$ cat src/rtl/mips_cpu_muldiv.sv
// -----------------------------------------------------------------------------
// mips_cpu_muldiv
//
// Iterative multiply/divide unit with architectural HI/LO registers. Executes
// MULT, MULTU, DIV, DIVU (one radix-2 step per clock) plus MTHI and MTLO.
// Signed operations are done on magnitudes; the signs are re-applied in a
// final FIXUP cycle.
//
// Optional feature macro: MIPS_MULDIV_FAST_MUL_EN
//   When defined, MULT/MULTU use a combinational product that is registered
//   once and written to HI/LO on the following edge (done one cycle after
//   accept, busy stays low). Divide is unchanged. Default build: undefined.
//
// Ports:
//   clk          rising-edge clock
//   rst_n        asynchronous active-low reset
//   start        request, sampled only while busy=0
//   op           0 MULT, 1 MULTU, 2 DIV, 3 DIVU, 4 MTHI, 5 MTLO, 6-7 ignored
//   op_a         multiplicand / dividend / MTHI-MTLO data
//   op_b         multiplier / divisor
//   flush        synchronous abort of the in-flight operation
//   busy         high while an iterative operation is in progress
//   done         one-cycle pulse, HI/LO updated on the same edge
//   div_by_zero  set with done when a divide had op_b=0
//   hi, lo       HI and LO registers
// -----------------------------------------------------------------------------
module mips_cpu_muldiv #(
   parameter int WIDTH = 32
) (
   input  logic             clk,
   input  logic             rst_n,
   input  logic             start,
   input  logic [2:0]       op,
   input  logic [WIDTH-1:0] op_a,
   input  logic [WIDTH-1:0] op_b,
   input  logic             flush,
   output logic             busy,
   output logic             done,
   output logic             div_by_zero,
   output logic [WIDTH-1:0] hi,
   output logic [WIDTH-1:0] lo
);

   localparam int CW = $clog2(WIDTH);

   localparam logic [2:0] OP_MULT  = 3'd0;
   localparam logic [2:0] OP_MULTU = 3'd1;
   localparam logic [2:0] OP_DIV   = 3'd2;
   localparam logic [2:0] OP_DIVU  = 3'd3;
   localparam logic [2:0] OP_MTHI  = 3'd4;
   localparam logic [2:0] OP_MTLO  = 3'd5;

   typedef enum logic [1:0] {
      S_IDLE,
      S_CALC,
      S_FIXUP
   } state_t;

   state_t               state;
   // Multiply: {partial product, remaining multiplier bits}.
   // Divide:   {partial remainder, remaining dividend / quotient bits}.
   logic [2*WIDTH-1:0]   acc;
   logic [WIDTH-1:0]     mag;      // multiplicand or divisor magnitude
   logic [CW-1:0]        count;
   logic                 is_div;
   logic                 neg_lo;   // negate product / quotient
   logic                 neg_hi;   // negate remainder
   logic                 dz;       // divisor was zero

   // ---------------------------------------------------------------- decode
   logic             op_is_mul;
   logic             op_is_div;
   logic             op_signed;
   logic [WIDTH-1:0] abs_a;
   logic [WIDTH-1:0] abs_b;

   assign op_is_mul = (op == OP_MULT) || (op == OP_MULTU);
   assign op_is_div = (op == OP_DIV)  || (op == OP_DIVU);
   assign op_signed = (op == OP_MULT) || (op == OP_DIV);
   // The most negative value maps onto itself, which is its correct unsigned
   // magnitude.
   assign abs_a = (op_signed && op_a[WIDTH-1]) ? -op_a : op_a;
   assign abs_b = (op_signed && op_b[WIDTH-1]) ? -op_b : op_b;

   // ------------------------------------------------------------ datapath
   logic [WIDTH:0]       mul_sum;
   logic [WIDTH:0]       rem_shift;
   logic [WIDTH:0]       div_diff;
   logic [2*WIDTH-1:0]   step_next;
   logic [2*WIDTH-1:0]   prod_fix;
   logic [WIDTH-1:0]     fix_hi;
   logic [WIDTH-1:0]     fix_lo;

   // NOTE: every signal written here gets a default first, so no path leaves
   // it unassigned and no latch is inferred.
   always_comb begin
      mul_sum   = '0;
      rem_shift = '0;
      div_diff  = '0;
      step_next = acc;
      if (is_div) begin
         // Restoring step: shift in the next dividend bit, try the subtract,
         // keep it only if it did not borrow.
         rem_shift = acc[2*WIDTH-1:WIDTH-1];
         div_diff  = rem_shift - {1'b0, mag};
         if (div_diff[WIDTH])
            step_next = {rem_shift[WIDTH-1:0], acc[WIDTH-2:0], 1'b0};
         else
            step_next = {div_diff[WIDTH-1:0], acc[WIDTH-2:0], 1'b1};
      end else begin
         // Shift-add step: the carry out of the add becomes the new MSB.
         mul_sum   = {1'b0, acc[2*WIDTH-1:WIDTH]} + (acc[0] ? {1'b0, mag} : '0);
         step_next = {mul_sum, acc[WIDTH-1:1]};
      end
   end

   always_comb begin
      prod_fix = '0;
      fix_hi   = '0;
      fix_lo   = '0;
      if (is_div) begin
         fix_lo = neg_lo ? -acc[WIDTH-1:0] : acc[WIDTH-1:0];
         // With a zero divisor every trial subtract succeeds, so the
         // remainder is the dividend magnitude; re-signing it yields op_a.
         fix_hi = neg_hi ? -acc[2*WIDTH-1:WIDTH] : acc[2*WIDTH-1:WIDTH];
         if (dz)
            fix_lo = '1;
      end else begin
         prod_fix = neg_lo ? -acc : acc;
         fix_hi   = prod_fix[2*WIDTH-1:WIDTH];
         fix_lo   = prod_fix[WIDTH-1:0];
      end
   end

`ifdef MIPS_MULDIV_FAST_MUL_EN
   logic [2*WIDTH-1:0] ext_a;
   logic [2*WIDTH-1:0] ext_b;
   logic [2*WIDTH-1:0] fast_prod_c;
   logic [2*WIDTH-1:0] fast_prod;
   logic               fast_pend;

   // The low 2*WIDTH bits of the product of the extended operands are the
   // exact signed (or unsigned) product.
   assign ext_a = (op == OP_MULT) ? {{WIDTH{op_a[WIDTH-1]}}, op_a} : {{WIDTH{1'b0}}, op_a};
   assign ext_b = (op == OP_MULT) ? {{WIDTH{op_b[WIDTH-1]}}, op_b} : {{WIDTH{1'b0}}, op_b};
   assign fast_prod_c = ext_a * ext_b;
`endif

   // ----------------------------------------------------------- control
   // NOTE: all state is updated with non-blocking assignments so every
   // register samples the pre-edge values regardless of statement order.
   always_ff @(posedge clk or negedge rst_n) begin
      if (!rst_n) begin
         state       <= S_IDLE;
         busy        <= 1'b0;
         done        <= 1'b0;
         div_by_zero <= 1'b0;
         hi          <= '0;
         lo          <= '0;
         acc         <= '0;
         mag         <= '0;
         count       <= '0;
         is_div      <= 1'b0;
         neg_lo      <= 1'b0;
         neg_hi      <= 1'b0;
         dz          <= 1'b0;
`ifdef MIPS_MULDIV_FAST_MUL_EN
         fast_prod   <= '0;
         fast_pend   <= 1'b0;
`endif
      end else begin
         done <= 1'b0;
`ifdef MIPS_MULDIV_FAST_MUL_EN
         fast_pend <= 1'b0;
`endif
         if (flush) begin
            // Abandon everything; HI/LO and the error flag are untouched.
            state <= S_IDLE;
            busy  <= 1'b0;
         end else begin
            case (state)
               S_IDLE: begin
`ifdef MIPS_MULDIV_FAST_MUL_EN
                  if (fast_pend) begin
                     hi          <= fast_prod[2*WIDTH-1:WIDTH];
                     lo          <= fast_prod[WIDTH-1:0];
                     done        <= 1'b1;
                     div_by_zero <= 1'b0;
                  end
`endif
                  // A write issued on the same edge as a pending fast result
                  // is the younger instruction, so it is assigned last.
                  if (start) begin
                     if (op == OP_MTHI) begin
                        hi <= op_a;
                     end else if (op == OP_MTLO) begin
                        lo <= op_a;
`ifdef MIPS_MULDIV_FAST_MUL_EN
                     end else if (op_is_mul) begin
                        fast_prod <= fast_prod_c;
                        fast_pend <= 1'b1;
`endif
                     end else if (op_is_mul || op_is_div) begin
                        state  <= S_CALC;
                        busy   <= 1'b1;
                        count  <= CW'(WIDTH - 1);
                        is_div <= op_is_div;
                        neg_lo <= op_signed && (op_a[WIDTH-1] ^ op_b[WIDTH-1]);
                        neg_hi <= op_signed && op_is_div && op_a[WIDTH-1];
                        dz     <= op_is_div && (op_b == '0);
                        acc    <= {{WIDTH{1'b0}}, (op_is_div ? abs_a : abs_b)};
                        mag    <= op_is_div ? abs_b : abs_a;
                     end
                  end
               end
               S_CALC: begin
                  acc   <= step_next;
                  count <= count - 1'b1;
                  if (count == '0)
                     state <= S_FIXUP;
               end
               S_FIXUP: begin
                  hi          <= fix_hi;
                  lo          <= fix_lo;
                  done        <= 1'b1;
                  div_by_zero <= dz;
                  state       <= S_IDLE;
                  busy        <= 1'b0;
               end
               default: begin
                  state <= S_IDLE;
                  busy  <= 1'b0;
               end
            endcase
         end
      end
   end

endmodule

$ cat config.mk
export PLATFORM = sky130hd
export DESIGN_NAME = mips_cpu_muldiv
export DESIGN_NICKNAME = d
export VERILOG_FILES = /design/src/rtl/mips_cpu_muldiv.sv
export SDC_FILE = /design/constraint.sdc
export NUM_CORES = 1
export LEC_CHECK = 0
export CAP_MARGIN = 0
export CORE_ASPECT_RATIO = 2
export CORE_UTILIZATION = 36
export CTS_BUF_LIST = sky130_fd_sc_hd__clkbuf_2 sky130_fd_sc_hd__clkbuf_4 sky130_fd_sc_hd__clkbuf_8
export DETAILED_ROUTE_END_ITERATION = 16
export SLEW_MARGIN = 30
export SYNTH_ARGS = -nofsm -noshare
export SYNTH_HDL_FRONTEND = slang
export SYNTH_SLANG_ARGS = --single-unit
$ cat constraint.sdc
create_clock -name clk -period 3.36 [get_ports clk]
set_input_delay 0.336 -clock clk [delete_from_list [all_inputs] [get_ports clk]]
set_output_delay 0.336 -clock clk [all_outputs]
set_load 0.005 [all_outputs]
# == Word-level counts from Yosys, hierarchy flattened ==
# Cells that the tools add are included.
# word_totals
elab_cells,112
regBits,174
# op_classes
eq_ne,19
n_mux,45
reduce_logical,23
n_addsub,8
bitwise_logic,4
# op_table
cell,n
2-to-1 mux 32 bit,15
2-to-1 mux 64 bit,7
negator 32 bit,4
case mux 32 bit (2 select lines),2
case mux 64 bit (2 select lines),1
negator 64 bit,1
adder 32 x 32 -> 33 bit,1
subtractor 33 x 32 -> 33 bit,1
zero test 32 bit,1
2-to-1 mux 5 bit,4
!= test 3 bit (second input constant),5
AND reduction 5 bit,3
!= test 2 bit (second input constant),7
2-to-1 mux 2 bit,6
AND reduction 6 bit,2
case mux 5 bit (2 select lines),1
2-to-1 mux 1 bit,7
== test 3 x 2 -> 1 bit (second input constant),2
== test 3 bit (second input constant),2
logical AND 1 bit,6
zero test 5 bit,1
subtractor 5 x 1 -> 5 bit (second input constant),1
logical OR 1 bit,4
case mux 2 bit (2 select lines),1
11 further kinds,14

# == Longest topological paths before layout ==
# logic_depth
word_depth,10
depth_mapped,14

# == Worst setup path before layout ==
# Ideal clock, no wire load.
# synth_timing
path_kind,register to register
from,register acc[0]
to,register acc[53]
n_path_buf,2
period_less_slack_ps,3272
path_slack_ps,88
stages_incl_launch_ff,14
arrival_ps,3129
cell_sequence,dfrtp_1 -> clkbuf_1 -> inv_1 -> clkbuf_1 -> nor2_1 -> ha_1 -> a21oi_1 -> o21ai_0 -> a311o_1 -> o31ai_1 -> o21ai_0 -> a31oi_1 -> xor2_1 -> o221ai_1
# synth_between
elab_chain_cells,4
# synth_rtl
element,line,text
from (decl),62,logic [2*WIDTH-1:0] acc;
from (signal assigned),211,"acc <= {{WIDTH{1'b0}}, (op_is_div ? abs_a : abs_b)};"
from (signal assigned),217,acc <= step_next;
2-to-1 mux 32 bit,112,"mul_sum = {1'b0, acc[2*WIDTH-1:WIDTH]} + (acc[0] ? {1'b0, mag} : '0);"
adder 32 x 32 -> 33 bit,112,
2-to-1 mux 64 bit,101,if (is_div) begin
case mux 64 bit (2 select lines),181,case (state)
# No other way between the ends.
# A chain may end at the register's enable or synchronous reset.

# == Worst setup path in the final report ==
# layout_timing
from,register acc[31]
to,register acc[52]
# layout_between
elab_chain_cells,4
# layout_rtl
element,line,text
subtractor 33 x 32 -> 33 bit,105,"div_diff = rem_shift - {1'b0, mag};"
2-to-1 mux 64 bit,106,if (div_diff[WIDTH])
2-to-1 mux 64 bit,101,
case mux 64 bit (2 select lines),181,
# No other way between the ends.

==> impl_metrics.json <==
{
  "endpoint_kind": "flop",
  "mostFrequentLayoutCells": "225 x buf_4, 213 x nand2_1, 173 x dfrtp_1",
  "netlist.area_leader.share": 0.289,
  "crit_chain": "inv_1, ha_1, fa_2, nand2b_1, a21o_1, a21o_1, a211oi_2, a211oi_1, buf_4, nor3_4, buf_6, mux2_1, a221o_1",
  "grt_max_degree": 86,
  "synth_nets": 2051,
  "cts-root-buf": "clkbuf_8",
  "drc": 0,
  "worst_pin_slew_ns": 1.07,
  "clk_path_buf_depth": 2,
  "status": "complete, no violations",
  "final_common_cell": "buf_4",
  "ios": 138,
  "synth.area.top_cells": "dfrtp_1 29%, ha_1 5.8%, xnor2_1 5.6%, nand2_1 5.3%, a21oi_1 4.9%",
  "grt_pass1_wl_um": 111000,
  "gp_congestion": 1.02,
  "critPathMostFrequentCell": "a21o_1",
  "htreeDepth": 4,
  "numCtsBuffers": 17,
  "finalHoldViolCount": 0,
  "core_um2": 41100,
  "yosys.area.top_type": "dfrtp_1",
  "worst_slack_ns": 0.0924,
  "wl_um": 77300,
  "p_leak_nw": 8.17,
  "overflow": 0,
  "yosysSeqAreaShare": 0.289,
  "setup_viol": 0,
  "cts_num_sinks": 174,
  "drt.antenna.violating_nets": 0,
  "dr.pass1.iters": 5,
  "ir_drop_uv": 410,
  "cap_violations": 0,
  "antenna_found_initial": 3,
  "cts_tree": "done",
  "nets": 2329,
  "die_w_um": 147,
  "clk_latency_ns": 0.53,
  "netlist_area_um2": 15000,
  "ys.warnings.count": 0,
  "wl_per_cell_um": 28.2,
  "clkTransAtPathRegs_ns": 0.12,
  "first_iter_violations": 1150,
  "required_ns": 3.79,
  "syn_inst": 1908,
  "fin_skew_ns": 0.0201,
  "die-area_um2": 42700,
  "max_stage_delay_ns": 0.38,
  "synth_edf_count": 0,
  "post_synth.cell_area_avg_um2": 7.88,
  "synth_cell_type_count": 79,
  "crit_path_start_kind": "flop",
  "dpl.hpwl_um": 61400,
  "fp-row-count": 105,
  "fmax_mhz": 306,
  "synth_ff_type": "dfrtp_1",
  "critPathKind": "reg2reg",
  "period_share": 0.972,
  "post-place-ws_ns": -0.0265,
  "grt_usage": 0.362,
  "power.density_nw_per_um2": 958,
  "drive_gt1_frac": 0.137,
  "die_y_um": 291,
  "worstPathArrival_ns": 3.70,
  "synthArstFlopShare": 1.00,
  "viasPerCell": 6.15,
  "start_util": 0.366,
  "hp-class": "in2async",
  "slew-limit-headroom": 0.287,
  "min_period_ns": 3.27,
  "portBuffers": 137,
  "yosys_register_bits": 174,
  "syn_to_final_growth_pct": 26.3,
  "vias": 16827,
  "hold_slack_ns": 0.404,
  "slew_viol_final": 0,
  "grt_pass1_vias": 16969,
  "slowest_stage": "dfrtp_1",
  "crit_fanout": 6
}
[cell usage after synthesis, types with 14 or more instances]
library cell  instances
or3_1                26
nor2b_1              14
o22ai_1              34
xnor2_1              97
o221ai_1             27
a31oi_1              28
xor2_1               61
inv_1                68
nor2_1              157
nor3_1               48
and3_1               19
clkbuf_1             94
a211oi_1             14
dfrtp_1             174
o21ai_0             141
a21o_1               29
o21ai_1              42
o211ai_1             25
nand2b_1             23
nand2_1             213
o31ai_1              25
nand3_1              44
ha_1                 70
a21oi_1             147
a22oi_1              24
mux2i_1              65
[sequential cells by signal (all words and copies together) (netlist names)]
name         count
hi              32
lo              32
is_div           1
neg_lo           1
done             1
count            5
neg_hi           1
acc             64
state            2
mag             32
div_by_zero      1
dz               1
busy             1
[power breakdown]
group / switching (W) / leakage, nW / internal (W)
registers: 0.000874 / 2.18 / 0.00283
logic: 0.00749 / 5.77 / 0.00525
clock network: 0.000963 / 0.220 / 0.000793
total: 0.00932 / 8.17 / 0.00887
[cells by family after synthesis]
kind of cell | count (synthesis) | share of synthesized area
muxes | 71 | 0.0477
buffers and inverters | 180 | 0.0460
AOI/OAI and AO/OA | 637 | 0.269
adders and majority gates | 72 | 0.0609
DFF | 174 | 0.289
xor gates and xnor gates | 158 | 0.0920
and+or+nand+nor | 616 | 0.195
[per-stage QoR]
stage / area (um2) / cells / power (W) / TNS [ns] / util
2_1_floorplan: 15000 / 1908 / 0.0104 / 0 / -
3_3_place_gp: 18400 / 2694 / 0.0158 / 0 / 0.448
3_5_place_dp: 18400 / 2694 / 0.0158 / -0.0265 / 0.448
4_1_cts: 18900 / 2728 / 0.0176 / 0 / 0.459
5_1_grt: 19000 / 2736 / 0.0191 / -0.0960 / 0.462
6_report: 19000 / 2736 / 0.0182 / 0 / 0.462
[cell type report]
type,count,area [um2]
fillers,4214,22100
multi-input cells,1554,10100
flip-flops and latches,174,4360
repair buffers,371,3190
well taps,535,669
clock buffers,19,262
inverters,68,255
clock inverters,13,175
diodes,2,5.00
[worst paths after layout]
kind | cells past startpoint | start | endpoint | slack (ns)
setup / recovery | 13 | acc[31] | acc[52] | 0.09
hold / removal | 2 | rst_n | acc[25] | 0.40
setup reg to reg | 13 | acc[31] | acc[52] | 0.09
hold reg to reg | 2 | lo[29] | lo[29] | 0.49
max in group asynchronous | 3 | rst_n | acc[56] | 1.96
min in group clk | 2 | lo[29] | lo[29] | 0.49
[worst max-delay path, delay by kind of cell (launching register included)]
family / cells / cell delay (ns)
AO/OA/AOI/OAI: 5 / 1.07
AND/OR/NAND/NOR: 2 / 0.41
adder cells (fa/ha/maj): 2 / 0.58
flip-flops: 1 / 0.38
buffers and inverters: 3 / 0.40
multiplexers: 1 / 0.33
[metal layers]
| layer | wire, um | global-route usage | up-vias |
|---|---|---|---|
| met5 | 11 | 0.00233 | - |
| met4 | 9740 | 0.381 | 2 |
| met3 | 3490 | 0.0508 | 342 |
| met2 | 40300 | 0.667 | 700 |
| met1 | 23800 | 0.322 | 8233 |
| li1 | - | - | 7550 |
[timing repair]
item                       4_1_cts  5_1_grt
setup endpoints to repair        2       29
hold buffers                     1        0
gates resized for setup          0       19
pin swaps                        1        2
buffers inserted                 1        6
hold endpoints to repair        64        0
Note: power is estimated with default switching activity, not from simulation.
==> edit 1 (config.mk and constraints unchanged) <==
Register the inputs `start` and `flush` before use, without a reset. The logic sees them one clock later. The other inputs are not delayed to match.
--- a/src/rtl/mips_cpu_muldiv.sv
+++ b/src/rtl/mips_cpu_muldiv.sv
@@ -58,2 +58,10 @@
 
+   logic start_q;
+   logic flush_q;
+
+   always_ff @(posedge clk) begin
+      start_q <= start;
+      flush_q <= flush;
+   end
+
    state_t               state;
@@ -175,3 +183,3 @@
 `endif
-         if (flush) begin
+         if (flush_q) begin
             // Abandon everything; HI/LO and the error flag are untouched.
@@ -192,3 +200,3 @@
                   // is the younger instruction, so it is assigned last.
-                  if (start) begin
+                  if (start_q) begin
                      if (op == OP_MTHI) begin
Function: changed (a bounded check fails within 4 cycles, from zero or initial values and one cycle with rst_n low).
==> edit 1 against the original RTL <==
  * Sequential power down 4%
  * Sequential cell count up 2
  * Synthesized area down 1.2%
  * Final area up 3.2%
  * Global-route usage down 1.4 points
  * Total power down 2.0%
  * Worst setup slack worse by 78 ps
  * Maximum frequency down 2.3%
  * Wire length down 5.6%
==> edit 1: results (changes against the original RTL) <==
[worst_setup_path]
regToRegSetupSlack_ps=10  ; -80 ps
max_stage_delay_ps=410  ; +30 ps
end_kind=flip-flop
rr_endpoint=acc[57]
cp_data_arrival_time_ps=3730  ; +30 ps
ff2ff_path_depth=14  ; +1
crit_fanout=11  ; +5
cp-startpoint=acc[0]
slowest_stage=dfrtp_1

[clocking]
cts.clk_slew.worst_paths_ps=110
numCtsBuffers=17  ; unchanged
cts-root-buf=clkbuf_8

[cells_and_area]
regArea_um2=4400  ; +0.95%
n_fill_cell=4075  ; -3.3%
drive_gt1_frac=0.183  ; +0.0464
nets=2400  ; +3.0%

[drt]
post_drt_via_cell_ratio=5.88  ; -4.4%
drt_iter0_drc=1047  ; -9.0%
post_drt_wl_per_cell_um=26.0  ; -7.8%
first_pass_iters=8  ; +3

[placed_design]
place_congestion=1.02  ; about the same
dp_hpwl_mm=58.4  ; -4.9%
post_dp_cell_area_um2=18900  ; +2.8%

[timing]
slew_headroom=0.268  ; -0.0191
finClkSkew_ps=22.5  ; +2.39 ps

[global_route]
antenna_found_initial=1  ; -2
use_met1=0.316  ; -0.00591
use_met2=0.628  ; -0.0388
grt_start_max_net_pins=63  ; -27%
grt_pass1_vias=16896  ; -0.43%
track_usage=0.348  ; -0.0142
grt_pass1_wl_mm=106  ; -4.4%
use_met3=0.0625  ; +0.0117

[synth]
synth_common_cells=229 x nand2_1, 203 x o21ai_0, 174 x dfrtp_1
syn-num-nets=2039  ; -0.59%
ys_seq_area_frac=0.296  ; +0.00633
ys_top_cells_by_area=dfrtp_1 29%, o21ai_0 6.8%, ha_1 5.9%, nand2_1 5.8%, xnor2_1 5.8%
async_reset_ff_frac=0.989  ; -0.0114
yosysUniqueCellTypes=76  ; -3.8%

[hold_path]
worstHoldPathType=in2reg

[run_status]
status=completed

[power_and_ir_drop]
vdd_drop_max_mv=0.463  ; +13%
p_leak_nw=8.52  ; +4.4%

==> edit 1: changes by cell type after synthesis, sizes merged, moves of 9 or more <==
| cell | before | now |
|---|---|---|
| o211ai | 26 | 13 |
| a31oi | 28 | 18 |
| inv | 68 | 58 |
| nand3 | 44 | 31 |
| o21ai | 184 | 214 |
| xor2 | 61 | 70 |
| and3 | 19 | 10 |
| nor2 | 157 | 169 |
| nand2 | 213 | 229 |
==> edit 1: critical path: cells and delay by family, from the launching register on <==
kind                     cells  cell delay (ps)
adder cells (fa/ha/maj)      1              350
AO/OA/AOI/OAI                8             1680
flip-flops                   1              410
AND/OR/NAND/NOR              2              320
buffers and inverters        3              450
==> edit 1: where the power goes <==
group	switching (W)	internal (W)	leakage, nW	total [W]
combinational	0.00710	0.00549	6.09	0.0126
sequential	0.000697	0.00285	2.22	0.00355
clock	0.000941	0.000758	0.211	0.00170
==> edit 1: worst min-delay path by stage <==
stage,to,slack (ps),depth (start not counted)
final,start_q,260,1
after global routing,start_q,260,1
after CTS,start_q,230,1
after detailed placement,mag[12],390,1
after global placement,mag[11],390,1
after floorplan,acc[0],40,0
==> edit 1: timing repair <==
action / CTS / global route
gates cloned: 0 / 1
hold buffers: 1 / 0
endpoints found under the setup margin: 24 / 31
gates resized for setup: 12 / 41
pin swaps: 0 / 4
endpoints found under the hold margin: 59 / 0
buffers inserted: 0 / 1
==> edit 1: metrics by stage <==
step / power, W / worst slack (ps) / instances
floorplan: 0.00999 / 167 / 1896
global placement: 0.0156 / -170 / 2765
detailed placement: 0.0156 / -189 / 2765
CTS: 0.0174 / 3.76 / 2798
global route: 0.0188 / -50.0 / 2801
finish: 0.0178 / 14.2 / 2801
==> edit 1: kinds of logic after synthesis <==
family | synth area share
AOI/OAI and AO/OA | 0.258
xor gates and xnor gates | 0.0991
adders and majority gates | 0.0617
buffers and inverters | 0.0433
DFF | 0.296
muxes | 0.0437
and+or+nand+nor | 0.198
==> edit 1: layout make-up <==
cell class | instances | share of cell area
inverters | 58 | 0.0111
clock buffers | 18 | 0.0123
clock inverters | 14 | 0.00925
multi-input cells | 1550 | 0.514
repair buffers | 454 | 0.195
diodes | 1 | 0.000128
flip-flops and latches | 176 | 0.224
well taps | 530 | 0.0338
==> edit 1: routing by layer <==
layer,part of all wire,up-vias
met2,0.51,606
met5,0,-
li1,-,7576
met4,0.12,0
met1,0.32,8002
met3,0.049,287
==> edit 2 (same flow settings) <==
Without the edit above. Set the parameter `WIDTH` to 16 (it was 32).
--- a/src/rtl/mips_cpu_muldiv.sv
+++ b/src/rtl/mips_cpu_muldiv.sv
@@ -27,3 +27,3 @@
 module mips_cpu_muldiv #(
-   parameter int WIDTH = 32
+   parameter int WIDTH = 16
 ) (
Ports: changed (resized hi, lo, op_a and op_b); port bits go from 138 to 74. The function was not compared with the original's and may differ.
==> edit 2 against the original RTL <==
  * Worst setup slack better by 120 ps
  * Non-clock buffer count is 255 lower
  * Cell count is 53% lower
  * Utilization is 2.6 points lower
  * Total power is 63% lower
  * Maximum frequency is 4.0% higher
  * Final area is 53% lower
  * Sequential cell count is 81 lower
  * Synthesized area is 50% lower
  * Wire length is 63% lower
  * Critical path depth is 5 lower
  * Critical path type unchanged
  * Largest cell class unchanged
==> edit 2: results (changes against the original RTL) <==
[drt]
vias=7452  ; -56%
met1_length_mm=9.41  ; -60%
drt_iter0_drc=495  ; -57%
routed.top_layer=met4
wl_met3_um=879  ; -75%

[global_route]
use_met3=0.0279  ; -0.0228
grt_start_max_net_pins=70  ; -19%
track_usage=0.277  ; -0.0847
antenna_found_initial=0  ; -3

[power_and_ir_drop]
sw_frac_of_total=0.471  ; -0.0416
vdd_drop_max_mv=0.259  ; -37%

[synth]
synthAdderAreaFrac=0.0668  ; +0.00587
synthMuxAreaShare=0.0500  ; +0.00224
ys_seq_area_frac=0.309  ; +0.0194

[cells_and_area]
final-clk-cell-share=0.0230  ; about the same
multi_input_gates=758  ; -51%
final_cells=1290  ; -53%
num-nonclk-inverters=41  ; -40%
bufAreaShareNonClock=0.120  ; -0.0479
nets=1097  ; -53%

[worst_setup_path]
crit_fanout=8  ; +2
regToRegSetupSlack_ps=220  ; +120 ps

[run_status]
status=completed

[placed_design]
post_dp_cell_area_um2=8700  ; -53%
port_buffers=73  ; -47%

[timing]
finClkSkew_ps=17.2  ; -2.89 ps

## edit 2: cell count changes in the layout (fill, tap and decap cells not counted), moves of 37 or more
cell | unedited run | this run
buf_4 | 225 | 41
nand2_1 | 213 | 114
dfrtp_1 | 173 | 93
a21oi_1 | 145 | 72
nor2_1 | 157 | 92
clkdlybuf4s50_1 | 136 | 72
o21ai_0 | 141 | 94
xnor2_1 | 96 | 52
nand3_1 | 44 | 7
## edit 2: kinds of logic after synthesis
logic type / Yosys count
AO/OA/AOI/OAI: 297
AND/OR/NAND/NOR: 305
adder cells (fa/ha/maj): 39
multiplexers: 37
XOR/XNOR: 80
buffers and inverters: 91
flip-flops: 93
## edit 2: worst max path at each step
stage                  from  depth (start not counted)  slack (ps)  endpoint
floorplan            acc[0]                         12         230   acc[31]
global placement     acc[4]                          8         300     hi[4]
detailed placement  acc[15]                         12         270   acc[16]
CTS                 acc[15]                         12         240   acc[30]
global route        acc[15]                         12          20   acc[28]
finish               acc[4]                          8         220     hi[4]
